<file path="src/rtl/window_buffer_loader.sv">
// Writer side of the 16 x 8-bit CNN window buffer: demuxes a valid/ready stream into slots 0..DEPTH-1.
// Optional short-window support (in_last, clear on release) is enabled by defining WIN_LOADER_PARTIAL_EN.
module window_buffer_loader #(
  parameter int unsigned DATA_W = 8,
  parameter int unsigned DEPTH  = 16,
  parameter int unsigned PTR_W  = 4
) (
  input  logic                    clk,
  input  logic                    rst_n,
  input  logic                    in_valid,
  input  logic [DATA_W-1:0]       in_data,
`ifdef WIN_LOADER_PARTIAL_EN
  input  logic                    in_last,
`endif
  output logic                    in_ready,
  output logic [DEPTH*DATA_W-1:0] buf_data,
  output logic                    buf_full,
  input  logic                    buf_release,
  output logic [PTR_W-1:0]        wr_ptr
);

  typedef enum logic [0:0] {
    ST_FILL = 1'b0,
    ST_FULL = 1'b1
  } state_e;

  localparam logic [PTR_W-1:0] LastPtr = PTR_W'(DEPTH - 1);

  state_e                         state_q, state_d;
  logic [PTR_W-1:0]               ptr_q, ptr_d;
  logic [DEPTH-1:0][DATA_W-1:0]   mem_q, mem_d;
  logic                           close_window;

  // State, pointer and entry registers
  always_ff @(posedge clk or negedge rst_n) begin
    if (!rst_n) begin
      state_q <= ST_FILL;
      ptr_q   <= '0;
      mem_q   <= '0;
    end else begin
      state_q <= state_d;
      ptr_q   <= ptr_d;
      mem_q   <= mem_d;
    end
  end

  // Window completes on the last slot, or early on in_last when short windows are enabled
`ifdef WIN_LOADER_PARTIAL_EN
  assign close_window = (ptr_q == LastPtr) || in_last;
`else
  assign close_window = (ptr_q == LastPtr);
`endif

  // Next-state, pointer and entry update; in FULL nothing is accepted and release takes priority
  always_comb begin
    state_d = state_q;
    ptr_d   = ptr_q;
    mem_d   = mem_q;
    unique case (state_q)
      ST_FILL: begin
        if (in_valid) begin
          mem_d[ptr_q] = in_data;
          ptr_d        = ptr_q + PTR_W'(1);
          if (close_window) begin
            ptr_d   = '0;
            state_d = ST_FULL;
          end
        end
      end
      ST_FULL: begin
        if (buf_release) begin
          state_d = ST_FILL;
`ifdef WIN_LOADER_PARTIAL_EN
          mem_d   = '0;
`endif
        end
      end
      default: begin
        state_d = ST_FILL;
      end
    endcase
  end

  // Handshake/status decode from the state register only
  assign in_ready = (state_q == ST_FILL);
  assign buf_full = (state_q == ST_FULL);
  assign buf_data = mem_q;
  assign wr_ptr   = ptr_q;

endmodule

</file>
<file path="config.mk">
export PLATFORM = sky130hd
export DESIGN_NAME = window_buffer_loader
export DESIGN_NICKNAME = d
export VERILOG_FILES = /design/src/rtl/window_buffer_loader.sv
export SDC_FILE = /design/constraint.sdc
export NUM_CORES = 1
export LEC_CHECK = 0
export ABC_AREA = 1
export ABC_CLOCK_PERIOD_IN_PS = 1200
export BUFFER_PORTS_ARGS = -buffer_cell sky130_fd_sc_hd__buf_4
export CORE_UTILIZATION = 47
export DETAILED_ROUTE_END_ITERATION = 10
export GPL_ROUTABILITY_DRIVEN = 1
export PLACE_DENSITY = 0.87
export SYNTH_ARGS = -nofsm -noshare
export SYNTH_HDL_FRONTEND = slang
export SYNTH_SLANG_ARGS = --single-unit
</file>
<file path="constraint.sdc">
create_clock -name clk -period 1.2 [get_ports clk]
set_input_delay 0.36 -clock clk [delete_from_list [all_inputs] [get_ports clk]]
set_output_delay 0.36 -clock clk [all_outputs]
set_load 0.03 [all_outputs]
</file>
==> impl_metrics.json <==
{
  "start_kind": "register",
  "grt_pass1_wl_mm": 31.0,
  "synth_top_area_share_pct": 62.5,
  "grt_pass1_vias": 5817,
  "ys_top_cells_by_area": "dfrtp_1, nand2_1, nor2_4",
  "p_per_area_nw_per_um2": 3160,
  "total_leakage_power_nw": 5.18,
  "placed_cells": 884,
  "path_max_fanout": 8,
  "hp-start": "buf_release",
  "area_growth_pct": 84.8,
  "hold_viol": 0,
  "firstDrtPassIters": 5,
  "drc": 0,
  "setup_viol": 267,
  "cap_violations": 0,
  "rr_endpoint": "buf_data[54]",
  "rows": 38,
  "clk_path_buf_depth": 2,
  "cts_sinks": 133,
  "post-route-min-period_ps": 1640,
  "viasPerCell": 5.82,
  "clock.fmax_mhz": 611,
  "finalMaxSlewViolations": 0,
  "hp-class": "input pin to register",
  "wl_per_cell_um": 24.0,
  "antenna_found_initial": 0,
  "cts_tree": "yes",
  "yosysSeqAreaShare_pct": 62.5,
  "ys_types": 18,
  "drtIter0Drc": 442,
  "dpl.hpwl_mm": 10.5,
  "crit_type": "register to register",
  "finalClockSkew_ps": 12.0,
  "tightestPinTransition_ps": 325,
  "die-height_um": 108,
  "grt_overflow": 0,
  "ys_warn_count": 0,
  "multi_input_area_um2": 2570,
  "ant_nets": 0,
  "synth_edf_count": 0,
  "r2r_slack_ps": -440,
  "status": "finished, violations left",
  "drt-total-wl_mm": 25.6,
  "synth-async-reset-ratio_pct": 100,
  "r2r_cells": 8,
  "rsz0062_at_grt": "true",
  "synth-seq-cells": 133,
  "total_power_mw": 31.1,
  "io_pins": 146,
  "die_x_um": 108,
  "htreeDepth": 4,
  "track_usage_pct": 36.2,
  "synthCells": 583,
  "cp_data_arrival_time_ps": 1930,
  "fin_cells": 1063,
  "critPathCaptureType": "register",
  "nFillCells": 415,
  "min_to": "buf_full",
  "finalSetupTns_ps": -58140,
  "hold_ws_ps": 111,
  "synth_common_cells": "nand2_1, dfrtp_1, o21ai_1",
  "num-nets-final": 927,
  "seq_area_um2": 3340,
  "final_layout_size_suffix_gt1_share_pct": 59.8,
  "gp_congestion": 0.820,
  "failed_checks": "setup timing",
  "yosys_most_used_dff": "dfrtp_1",
  "cts.clk_slew.worst_paths_ps": 60,
  "num_vias": 6188,
  "syn-num-nets": 599,
  "grt_max_degree": 44,
  "synth_most_common_cell": "nand2_1",
  "cts_root_buf": "clkbuf_16",
  "r2r_start": "wr_ptr[0]",
  "synth_area_leader_cell": "dfrtp_1",
  "dieArea_um2": 11800,
  "initial_utilization_pct": 48.7,
  "clk_latency_ps": 430,
  "period_share_pct": 136,
  "diodes": 0,
  "coreArea_um2": 10900,
  "required_ps": 1500,
  "syn_area_um2": 5320,
  "peakVddDrop_mv": 2.17,
  "syn_avg_cell_area_um2": 9.13,
  "numCtsBuffers": 17,
  "holdPathStages": 2,
  "setup_ws_ps": -437,
  "port_buffers": 145,
  "relSlewSlack_pct": 78.4
}
report_power, final:
part | internal, mW | switching (mW)
clock network | 2.88 | 2.13
registers | 6.39 | 1.85
logic | 8.04 | 9.76
cells in the final DEF, fill, tap and decap left out, types with 2 or more instances in the layout:
| cell type | synthesis | final |
|---|---|---|
| inv_4 | 0 | 6 |
| inv_2 | 5 | 4 |
| buf_4 | 0 | 157 |
| nand2_4 | 1 | 30 |
| nand4_1 | 2 | 2 |
| nand2_2 | 8 | 92 |
| ha_4 | 0 | 4 |
| o21ai_2 | 6 | 27 |
| buf_6 | 5 | 151 |
| nand2_8 | 0 | 6 |
| buf_12 | 0 | 9 |
| dfrtp_2 | 0 | 6 |
| dfrtp_1 | 133 | 127 |
| nor2_4 | 15 | 23 |
| clkinv_4 | 0 | 5 |
| nand2_1 | 338 | 222 |
| clkbuf_16 | 0 | 17 |
| o21ai_1 | 26 | 6 |
| clkinv_2 | 0 | 6 |
| inv_1 | 17 | 10 |
flip-flops by register name, indices dropped and copies added, names as in the netlist:
name      cells
buf_data    128
wr_ptr        4
buf_full      1
routing by layer:
| layer | share of wire, % | vias to the layer above | routed length (um) | global-route usage [%] |
|---|---|---|---|---|
| li1 | - | 2450 | - | - |
| met1 | 33 | 2967 | 8400 | 40.6 |
| met2 | 49 | 572 | 12500 | 60.4 |
| met3 | 10 | 199 | 2600 | 8.26 |
| met4 | 8.2 | 0 | 2090 | 26.0 |
| met5 | 0 | - | 0 | 0 |
worst max-delay path by stage:
| stage | cells after the start | slack (ps) | end | startpoint |
|---|---|---|---|---|
| after floorplan | 7 | -150 | buf_data[126] | wr_ptr[0] |
| after global placement | 7 | -130 | buf_data[5] | wr_ptr[1] |
| final | 8 | -440 | buf_data[54] | wr_ptr[0] |
| after CTS | 3 | -280 | in_ready | buf_full |
| after detailed placement | 7 | -220 | buf_data[99] | wr_ptr[1] |
| after global routing | 8 | -550 | buf_data[54] | wr_ptr[0] |
logic make-up after synthesis:
logic type | count (synthesis) | synth area share [%]
AO/OA/AOI/OAI | 35 | 3.71
XOR/XNOR | 1 | 0.165
adder cells (fa/ha/maj) | 4 | 0.941
buffers and inverters | 35 | 3.36
flip-flops | 133 | 62.5
AND/OR/NAND/NOR | 375 | 29.3
metrics by stage:
step                worst slack (ps)  area, um^2  utilization, %
finish                          -437        9830            89.9
global route                    -553        9830            89.9
floorplan                       -153        5440               -
global placement                -130        6890            63.0
CTS                             -283        8850            81.0
detailed placement              -222        6890            63.0
worst max-delay path, cell delays in order (launching register included):
cell and delay (ps):
dfrtp_2 450, buf_6 150, inv_8 60, ha_4 150, inv_4 50, nor2_4 260
nand2_4 160, nand2_1 130, nand2_1 100
layout make-up:
cell class	count	share of cell area, %
tap	140	1.78
sequential	133	33.9
clock inverter	13	1.13
inverter	22	1.12
multi-input combinational	418	26.1
timing repair buffer	319	31.5
clock buffer	18	4.47
what timing repair did:
item	4_1_cts	5_1_grt
resized for setup	205	140
hold endpoints to repair	14	0
hold buffers	1	0
setup buffers	66	79
gates cloned	5	0
endpoints found under the setup margin	264	267
pin swaps	19	73
Power figures use the tool's default switching activity.
